## src/rtl/acq_search_ctrl.sv

```systemverilog
// acq_search_ctrl
//   Bus-master sequencer for correlator channel 00 performing a frequency-bin
//   acquisition search. For each bin it programs the carrier DDS step, chip DDS
//   and PRN seed, enables the channel, discards SKIP_EPOCHS partial epochs and
//   then captures one full 64-bit correlation. The bin with the largest |corr|
//   is reported.
//
// Ports
//   clk, rst           clock, asynchronous active-high reset
//   start, abort       1-cycle control pulses from the host
//   freq_start/step    carrier DDS add value for bin 0 and per-bin increment
//   num_bins           number of bins to search (0 => immediate done)
//   chip_freq          chip DDS frequency word
//   prn_init           PRN seed {hob[3:0], poly[13:0], value[13:0]}
//   corr_seen          CorrelationSeen02 status from the correlator
//   m_addr/m_wdata     correlator bus address / write data (0 when idle)
//   m_write/m_read     one-cycle access strobes; m_rdata is combinational
//   busy, done, err    status: running, end-of-run pulse, sticky timeout
//   best_bin/best_mag  bin index and unsigned magnitude of the largest |corr|

module acq_search_ctrl #(
    parameter logic [31:0] TIMEOUT     = 32'd1000000,
    parameter logic [1:0]  SKIP_EPOCHS = 2'd1,
    parameter int unsigned BIN_W       = 8
) (
    input  logic             clk,
    input  logic             rst,
    input  logic             start,
    input  logic             abort,
    input  logic [31:0]      freq_start,
    input  logic [31:0]      freq_step,
    input  logic [BIN_W-1:0] num_bins,
    input  logic [31:0]      chip_freq,
    input  logic [31:0]      prn_init,
    input  logic             corr_seen,
    output logic [31:0]      m_addr,
    output logic [31:0]      m_wdata,
    output logic             m_write,
    output logic             m_read,
    input  logic [31:0]      m_rdata,
    output logic             busy,
    output logic             done,
    output logic             err,
    output logic [BIN_W-1:0] best_bin,
    output logic [63:0]      best_mag
);

    localparam logic [3:0] StIdle  = 4'd0;
    localparam logic [3:0] StCfg   = 4'd1;
    localparam logic [3:0] StWait  = 4'd2;
    localparam logic [3:0] StRdLo  = 4'd3;
    localparam logic [3:0] StRdHi  = 4'd4;
    localparam logic [3:0] StRdSt  = 4'd5;
    localparam logic [3:0] StGuard = 4'd6;
    localparam logic [3:0] StNext  = 4'd7;
    localparam logic [3:0] StStop  = 4'd8;

    localparam logic [31:0] AddrCtrl     = 32'hFE00_0100;
    localparam logic [31:0] AddrFreqAdd  = 32'hFE00_0220;
    localparam logic [31:0] AddrFreqPh   = 32'hFE00_0224;
    localparam logic [31:0] AddrFreqLd   = 32'hFE00_022C;
    localparam logic [31:0] AddrChipFreq = 32'hFE00_0420;
    localparam logic [31:0] AddrChipPh   = 32'hFE00_0424;
    localparam logic [31:0] AddrPrn      = 32'hFE00_042C;
    localparam logic [31:0] AddrCorrLo   = 32'hFE00_0624;
    localparam logic [31:0] AddrCorrHi   = 32'hFE00_0628;
    localparam logic [31:0] AddrCorrSt   = 32'hFE00_062C;

    logic [3:0]       state_q, state_d;
    logic [2:0]       cfg_idx_q, cfg_idx_d;
    logic [31:0]      tmo_q, tmo_d;
    logic [1:0]       skip_q, skip_d;
    logic [BIN_W-1:0] bin_q, bin_d;
    logic [BIN_W-1:0] nbins_q, nbins_d;
    logic [31:0]      fadd_q, fadd_d;
    logic [31:0]      fstep_q, fstep_d;
    logic [31:0]      chip_q, chip_d;
    logic [31:0]      prn_q, prn_d;
    logic [31:0]      lo_q, lo_d;
    logic [31:0]      hi_q, hi_d;
    logic [63:0]      best_mag_q, best_mag_d;
    logic [BIN_W-1:0] best_bin_q, best_bin_d;
    logic             err_q, err_d;
    logic             done_q, done_d;

    logic [63:0] corr_raw;
    logic [63:0] corr_mag;

    // Two's-complement negate; -2^63 stays 2^63 when read as unsigned.
    assign corr_raw = {hi_q, lo_q};
    assign corr_mag = corr_raw[63] ? (~corr_raw + 64'd1) : corr_raw;

    always_comb begin
        state_d    = state_q;
        cfg_idx_d  = cfg_idx_q;
        tmo_d      = tmo_q;
        skip_d     = skip_q;
        bin_d      = bin_q;
        nbins_d    = nbins_q;
        fadd_d     = fadd_q;
        fstep_d    = fstep_q;
        chip_d     = chip_q;
        prn_d      = prn_q;
        lo_d       = lo_q;
        hi_d       = hi_q;
        best_mag_d = best_mag_q;
        best_bin_d = best_bin_q;
        err_d      = err_q;
        done_d     = 1'b0;
        m_write    = 1'b0;
        m_read     = 1'b0;
        m_addr     = 32'd0;
        m_wdata    = 32'd0;

        case (state_q)
            StIdle: begin
                if (start) begin
                    nbins_d    = num_bins;
                    fstep_d    = freq_step;
                    chip_d     = chip_freq;
                    prn_d      = prn_init;
                    fadd_d     = freq_start;
                    bin_d      = '0;
                    best_mag_d = 64'd0;
                    best_bin_d = '0;
                    err_d      = 1'b0;
                    skip_d     = SKIP_EPOCHS;
                    cfg_idx_d  = 3'd0;
                    // An empty search still passes through STOP so done pulses.
                    state_d    = (num_bins == '0) ? StStop : StCfg;
                end
            end
            StCfg: begin
                m_write = 1'b1;
                case (cfg_idx_q)
                    3'd0: begin m_addr = AddrCtrl;     m_wdata = 32'd0;  end
                    3'd1: begin m_addr = AddrFreqAdd;  m_wdata = fadd_q; end
                    3'd2: begin m_addr = AddrFreqPh;   m_wdata = 32'd0;  end
                    3'd3: begin m_addr = AddrChipFreq; m_wdata = chip_q; end
                    3'd4: begin m_addr = AddrChipPh;   m_wdata = 32'd0;  end
                    3'd5: begin m_addr = AddrPrn;      m_wdata = prn_q;  end
                    3'd6: begin m_addr = AddrFreqLd;   m_wdata = 32'd1;  end
                    default: begin m_addr = AddrCtrl;  m_wdata = 32'd1;  end
                endcase
                cfg_idx_d = cfg_idx_q + 3'd1;
                if (cfg_idx_q == 3'd7) begin
                    tmo_d   = 32'd0;
                    state_d = StWait;
                end
            end
            StWait: begin
                if (corr_seen) begin
                    state_d = StRdLo;
                end else if (tmo_q == TIMEOUT - 32'd1) begin
                    err_d   = 1'b1;
                    state_d = StStop;
                end else begin
                    tmo_d = tmo_q + 32'd1;
                end
            end
            StRdLo: begin
                m_read  = 1'b1;
                m_addr  = AddrCorrLo;
                lo_d    = m_rdata;
                state_d = StRdHi;
            end
            StRdHi: begin
                m_read  = 1'b1;
                m_addr  = AddrCorrHi;
                hi_d    = m_rdata;
                state_d = StRdSt;
            end
            StRdSt: begin
                // Reading the status register clears CorrelationSeen.
                m_read  = 1'b1;
                m_addr  = AddrCorrSt;
                state_d = StGuard;
            end
            StGuard: begin
                // Idle cycle so the seen-clear lands before corr_seen is sampled again.
                if (skip_q != 2'd0) begin
                    skip_d  = skip_q - 2'd1;
                    tmo_d   = 32'd0;
                    state_d = StWait;
                end else begin
                    state_d = StNext;
                end
            end
            StNext: begin
                if (corr_mag > best_mag_q) begin
                    best_mag_d = corr_mag;
                    best_bin_d = bin_q;
                end
                if (bin_q == nbins_q - BIN_W'(1)) begin
                    state_d = StStop;
                end else begin
                    bin_d     = bin_q + BIN_W'(1);
                    fadd_d    = fadd_q + fstep_q;
                    skip_d    = SKIP_EPOCHS;
                    cfg_idx_d = 3'd0;
                    state_d   = StCfg;
                end
            end
            StStop: begin
                // The channel was never enabled for an empty search, so skip the disable.
                if (nbins_q != '0) begin
                    m_write = 1'b1;
                    m_addr  = AddrCtrl;
                    m_wdata = 32'd0;
                end
                done_d  = 1'b1;
                state_d = StIdle;
            end
            default: state_d = StIdle;
        endcase

        // The current cycle's access has already been issued above; only redirect.
        if (abort && state_q != StIdle && state_q != StStop) begin
            state_d = StStop;
        end
    end

    always_ff @(posedge clk or posedge rst) begin
        if (rst) begin
            state_q    <= StIdle;
            cfg_idx_q  <= 3'd0;
            tmo_q      <= 32'd0;
            skip_q     <= 2'd0;
            bin_q      <= '0;
            nbins_q    <= '0;
            fadd_q     <= 32'd0;
            fstep_q    <= 32'd0;
            chip_q     <= 32'd0;
            prn_q      <= 32'd0;
            lo_q       <= 32'd0;
            hi_q       <= 32'd0;
            best_mag_q <= 64'd0;
            best_bin_q <= '0;
            err_q      <= 1'b0;
            done_q     <= 1'b0;
        end else begin
            state_q    <= state_d;
            cfg_idx_q  <= cfg_idx_d;
            tmo_q      <= tmo_d;
            skip_q     <= skip_d;
            bin_q      <= bin_d;
            nbins_q    <= nbins_d;
            fadd_q     <= fadd_d;
            fstep_q    <= fstep_d;
            chip_q     <= chip_d;
            prn_q      <= prn_d;
            lo_q       <= lo_d;
            hi_q       <= hi_d;
            best_mag_q <= best_mag_d;
            best_bin_q <= best_bin_d;
            err_q      <= err_d;
            done_q     <= done_d;
        end
    end

    assign busy     = (state_q != StIdle);
    assign done     = done_q;
    assign err      = err_q;
    assign best_bin = best_bin_q;
    assign best_mag = best_mag_q;

endmodule
```

## config.mk

```make
export PLATFORM = sky130hd
export DESIGN_NAME = acq_search_ctrl
export DESIGN_NICKNAME = d
export VERILOG_FILES = /design/src/rtl/acq_search_ctrl.sv
export SDC_FILE = /design/constraint.sdc
export NUM_CORES = 1
export LEC_CHECK = 0
export ABC_CLOCK_PERIOD_IN_PS = 12200
export CELL_PAD_IN_SITES_DETAIL_PLACEMENT = 0
export CELL_PAD_IN_SITES_GLOBAL_PLACEMENT = 1
export CORE_MARGIN = 2
export CORE_UTILIZATION = 41
export CTS_CLUSTER_DIAMETER = 120
export DETAILED_ROUTE_END_ITERATION = 16
export PLACE_DENSITY_LB_ADDON = 0.1
export SLEW_MARGIN = 30
export SYNTH_ARGS = -nofsm -noshare
export SYNTH_HDL_FRONTEND = slang
export SYNTH_SLANG_ARGS = --single-unit
```

## constraint.sdc

```tcl
create_clock -name clk -period 12.2 [get_ports clk]
set_input_delay 2.44 -clock clk [delete_from_list [all_inputs] [get_ports clk]]
set_output_delay 2.44 -clock clk [all_outputs]
set_load 0.02 [all_outputs]
```

## Word-level counts from Yosys, hierarchy flattened

Index checks and enable logic that the tools add are counted.

- Register bits after elaboration: 323
- Input bits: 173
- Output and inout port bits: 141
- Word-level logic and storage cells: 123

- Add/sub/neg operators: 7
- $lt $le $gt $ge: 1
- Equality and inequality tests: 29
- Multiplexer cells: 46
- Bitwise logic cells: 1
- Reductions and logical operators: 23

Operators by type and width:

| cell | count |
|---|---|
| 32-bit 2-to-1 mux | 8 |
| 64-bit 2-to-1 mux | 3 |
| 32-bit one-hot mux with 5 select lines | 1 |
| 32-bit one-hot mux with 4 select lines | 1 |
| 64-bit one-hot mux with 2 select lines | 1 |
| 32-bit one-hot mux with 3 select lines | 1 |
| 11-bit one-hot mux with 6 select lines | 1 |
| 64-bit by 1-bit adder with 64-bit output (second input constant) | 1 |
| 64-bit greater-than comparator | 1 |
| 64-bit inverter | 1 |
| 32-bit one-hot mux with 2 select lines | 1 |
| 32-bit by 1-bit adder with 32-bit output (second input constant) | 1 |
| 32-bit adder | 1 |
| 32-bit by 20-bit equality test with 1-bit output (second input constant) | 1 |
| 4-bit one-hot mux with 8 select lines | 1 |
| 8-bit one-hot mux with 2 select lines | 2 |
| 4-bit 2-to-1 mux | 7 |
| 8-bit 2-to-1 mux | 3 |
| 4-bit by 3-bit equality test with 1-bit output (second input constant) | 4 |
| 2-bit inequality test (second input constant) | 8 |
| 3-bit equality test (second input constant) | 4 |
| 3-bit AND reduction | 4 |
| 3-bit 2-to-1 mux | 3 |
| 3-bit one-hot mux with 3 select lines | 1 |
| other kinds (28) | 47 |

## Longest topological paths before layout

- Depth in word-level cells: 6
- Depth in mapped cells: 19
- Gate-level depth less buffers: 18

## Least setup slack after synthesis

OpenSTA, ideal clock, no wires.

- Path kind: register to register
- From: register lo_q[12]
- To: register best_mag_q[52], in the netlist best_mag[52]
- Library setup time: 0.125 ns
- Data arrival time: 5.244 ns
- Data required time: 12.075 ns
- Setup slack: 6.832 ns
- Cell stages (with the launch flop): 17
- Buffers on the path: 1
- Clock period less this slack: 5.368 ns
- Cells stage by stage: dfrtp_1 or4_4 or4_4 or4_4 nand2b_4 or3_4 or2_4 o31ai_4 xnor2_1 ha_1 nand4_1 nor4_1 nand4_1 o21a_1 a21oi_1 clkbuf_1 mux2_2

- Cells in the longest elaborated chain, start to end: 6
- Elaborated cells between the ends (all ways): 8
- Classes of those cells: add/sub: 1; order compare: 1; eq/ne: 1; mux: 3; bitwise: 1; reduce/logical: 1

Ends and longest elaborated chain:

| what | RTL line | text |
|---|---|---|
| from (decl) | 79 | `logic [31:0] lo_q, lo_d;` |
| from (signal assigned) | 252 | `lo_q <= lo_d;` |
| 64-bit inverter | 91 | `assign corr_mag = corr_raw[63] ? (~corr_raw + 64'd1) : corr_raw;` |
| 64-bit by 1-bit adder with 64-bit output | 91 |  |
| 64-bit 2-to-1 mux * | 91 |  |
| 64-bit greater-than comparator | 190 | `if (corr_mag > best_mag_q) begin` |
| 2-bit inequality test (no line) | n/a |  |
| 3-bit AND reduction (no line) | n/a |  |
| to (signal assigned) | 254 | `best_mag_q <= best_mag_d;` |
| to (decl) | 81 | `logic [63:0] best_mag_q, best_mag_d;` |

Mark *: on every way between the ends. The rest lies on a longest branch, timed or not. The select of a mux whose other input is x is not followed.
A chain may end at the register's enable or synchronous reset.

## Worst setup path in the final report

- From: register lo_q[12]
- To: register best_mag_q[11], in the netlist best_mag[11]

- Cells in the longest elaborated chain, start to end: 6

Ends and longest elaborated chain:

| what | RTL line |
|---|---|
| 64-bit inverter | 91 |
| 64-bit by 1-bit adder with 64-bit output | 91 |
| 64-bit 2-to-1 mux * | 91 |
| 64-bit greater-than comparator * | 190 |
| 2-bit inequality test (no line) * | n/a |
| 3-bit AND reduction (no line) * | n/a |

Mark *: on every way between the ends. The rest lies on a longest branch, timed or not.

==> reports/metrics.csv <==
stage,metric,value,unit
drt,vias_per_cell,5.31,
grt,grt_pass1_vias,15771,
yosys,synth_fa_ha_area_share,7.15,%
sta,worstMarginPinSlew,0.895,ns
setup_path,worstPathMaxFanout,44,
die,die_h,219,µm
setup_path,worstPathArrival,7.08,ns
drt,drc,0,
die,core_area,0.0456,mm²
power_and_ir_drop,static-leakage-power,10.7,nW
place,dp.cells,2897,
drt,drt-total-wl,57400,µm
grt,grt_max_degree,157,
power_and_ir_drop,pwr-share-seq,31.9,%
power_and_ir_drop,switching_share,39.6,%
setup_path,max_stage_delay,0.57,ns
power_and_ir_drop,p_per_area,207,mW/mm²
final_layout,area_growth,25.3,%
sta,fin_ws,5.55,ns
yosys,synth.distinct_cells,69,
setup_path,worstSetupPathType,flop to flop,
yosys,synthFlopType,dfrtp_1,
power_and_ir_drop,total_power,4.92,mW
grt,grt_use_total,23.9,%
power_and_ir_drop,ir_worst_vdd,0.0000999,V
power_and_ir_drop,clkPwrFrac,24.2,%
cts,cts_sinks,323,
min_path,hold_class,flop to flop,
place,dpl_cell_area,0.0225,mm²
sta,hold-worst-slack,0.469,ns
sta,fin_skew,0.0119,ns
drt,drt_iter0_drc,992,
cts,cts_buffers,40,
yosys,ys_ff_latch,323,
die,die-area,0.0481,mm²
final_layout,drive_gt1_share,11.2,%
sta,slew_headroom,40.4,%
sta,finalCritPeriodShare,54.5,%
run,drv_cap,0,
die,start_util,41.7,%
cts,cts_root_buf,clkbuf_16,
setup_path,required,12.64,ns
cts,cts_resized,0,
setup_path,cp-start-kind,flop,
power_and_ir_drop,power.combinational.fraction,43.9,%
sta,setup_violations,0,
power_and_ir_drop,p_switching,1.95,mW
cts,cts.hold.buffers_added,0,
sta,slew_violations,0,
final_layout,layout.nets,2621,
drt,post_drt_wl_per_cell,19.3,µm
final_layout,fill_cells,4281,
setup_path,path_cells,or4_4 > or4_4 > or2_2 > or3_1 > nand2b_1 > o41ai_2 > nand2_1 > xor2_1 > ha_1 > nand4_1 > nor4_1 > nand4_1 > o21a_1 > a21oi_4 > buf_16 > buf_4 > mux2_2,
yosys,yosysTopAreaCell,dfrtp_1,
grt,antenna_found_initial,3,
cts,cts_tree,built,
final_layout,fin_cells,2971,
die,row_count,78,
grt,grt_pass1_wl,89300,µm
yosys,ys_seq_area_share,42.5,%
die,ioPinCount,314,
cts,clkLatencyLatePin,0.56,ns
yosys,synth_compound_area_share,11.3,%
yosys,ys_top_cells_by_area,"dfrtp_1 (43%), mux2_2 (8.9%), nand2_1 (8.2%), ha_1 (7.0%), xnor2_1 (4.1%)",
place,place_ws,5.72,ns
yosys,synth_area_per_cell,9.13,µm²
yosys,synth_simple_gate_area_share,18.5,%
yosys,ys.warnings.count,0,
sta,hold_viol_final,0,
sta,finalSetupTns,0,ns
final_layout,final_cell_area,0.0238,mm²
sta,fmax,0.150,GHz
drt,drt.antenna.violating_nets,0,
yosys,syn-cell-area,0.0190,mm²
yosys,post-synth-top-area-fraction,42.5,%
place,portBuffers,294,
cts,post_cts_buffers,0,
cts,h-tree-depth,2,
yosys,synth_edf_count,0,
final_layout,layout.area.seq,0.00808,mm²
cts,clock_path_buffers,3,
yosys,synth_async_sr_flop_share,100,%
place,place_congestion,0.870,
final_layout,multiInputGateArea,0.0101,mm²
yosys,synth_mux_area_share,9.70,%
setup_path,crit_path_end_kind,flop,
drt,drtPass1Iterations,5,
sta,rsz0062_at_grt,false,
cts,clk_pin_slew,0.06,ns
yosys,syn_inst,2081,
die,die_x,219,µm
yosys,synth_xor_area_share,5.99,%
grt,grt_overflow,0,
power_and_ir_drop,p_int,2.97,mW
final_layout,post-route-util,52.3,%
status,run_status,finished clean,
setup_path,crit_path_top_delay_cell,or4_4,
place,dp_hpwl,41600,µm
yosys,synth_top_family_by_area,simple AND/OR/NAND/NOR gates,
drt,num_vias,15769,
sta,period_minus_slack,6.65,ns
## logic make-up after synthesis
| logic type | after synthesis |
|---|---|
| and+or+nand+nor | 806 |
| AOI/OAI and AO/OA | 331 |
| DFF | 323 |
| buffers and inverters | 217 |
| muxes | 165 |
| xor gates and xnor gates | 130 |
| adders and majority gates | 108 |
| other | 1 |
## cells in the final DEF, fill, tap and decap left out, types with 18 or more instances in the layout
cell type	netlist	routed
xnor2_1	90	90
dfrtp_1	323	323
clkbuf_16	0	41
mux2_2	150	150
conb_1	1	19
nand4_1	33	33
nand2_1	415	415
xor2_1	40	40
nand3_1	26	24
a21o_1	42	42
nor4_1	18	18
clkdlybuf4s50_1	0	294
o31ai_1	19	19
o21ai_0	80	79
a22oi_1	31	31
inv_1	101	100
ha_1	107	107
nor2_1	208	207
a21oi_1	77	76
## per-layer routing
layer / track usage (%) / wire (µm) / vias to the layer above
li1: - / - / 7605
met1: 33.2 / 26200 / 7731
met2: 38.3 / 27300 / 345
met3: 3.59 / 2400 / 86
met4: 7.61 / 1530 / 2
met5: 0 / 11 / -
## synthesized netlist by cell type (all sizes together), types with 19 or more instances
cell and number:
nor3 20, dfrtp 323, mux2 151, a22oi 31, nor4 19, ha 107, o31ai 20, nand3 26
inv 101, a21o 42, nand4 33, o21ai 80, xnor2 90, clkbuf 88, nor2 208, nand2 415
buf 28, a21oi 77, xor2 40
## registers in the layout, indices dropped and copies added, names as in the netlist
name and flops:
best_bin 8, best_mag 64, bin_q 8, cfg_idx_q 3, chip_q 32, done 1
err 1, fadd_q 32, fstep_q 32, hi_q 32, lo_q 32, nbins_q 8
prn_q 32, skip_q 2, state_q 4, tmo_q 32
## power by group through the flow
stage	clock [mW]	combinational [mW]	sequential, mW
after floorplan	0	1.61	1.50
after global placement	0	2.13	1.58
after detailed placement	0	2.15	1.59
after CTS	1.22	2.17	1.57
after global routing	1.27	2.42	1.61
final	1.19	2.16	1.57
## cell type report
cell class                      count  area share, %
Timing Repair Buffer              315           13.3
Multi-Input combinational cell   1559           42.6
Clock inverter                     13          0.499
Clock buffer                       57           4.94
Tap cell                          600           3.15
Inverter                          101           1.62
Sequential cell                   323           33.9
Antenna cell                        3         0.0315
## path summary, 6_finish.rpt
path,startpoint,endpoint,slack [ns],depth (start not counted)
max reg2reg,lo_q[12]$_DFFE_PP0P_,best_mag[11]$_DFFE_PP0P_,5.55,17
min,prn_q[8]$_DFFE_PP0P_,prn_q[8]$_DFFE_PP0P_,0.47,2
min reg2reg,prn_q[8]$_DFFE_PP0P_,prn_q[8]$_DFFE_PP0P_,0.47,2
min in group asynchronous,rst,best_mag[8]$_DFFE_PP0P_,2.39,2
max in group asynchronous,rst,tmo_q[9]$_DFFE_PP0P_,8.24,4
max,lo_q[12]$_DFFE_PP0P_,best_mag[11]$_DFFE_PP0P_,5.55,17
## worst max-delay path: cells and delay by family, from the launching register on
kind                     cells  cell delay, ns
AND/OR/NAND/NOR              9            3.00
AO/OA/AOI/OAI                3            1.31
buffers and inverters        2            0.78
flip-flops                   1            0.44
multiplexers                 1            0.41
adder cells (fa/ha/maj)      1            0.30
XOR/XNOR                     1            0.17
(Power assumes the default switching activity.)
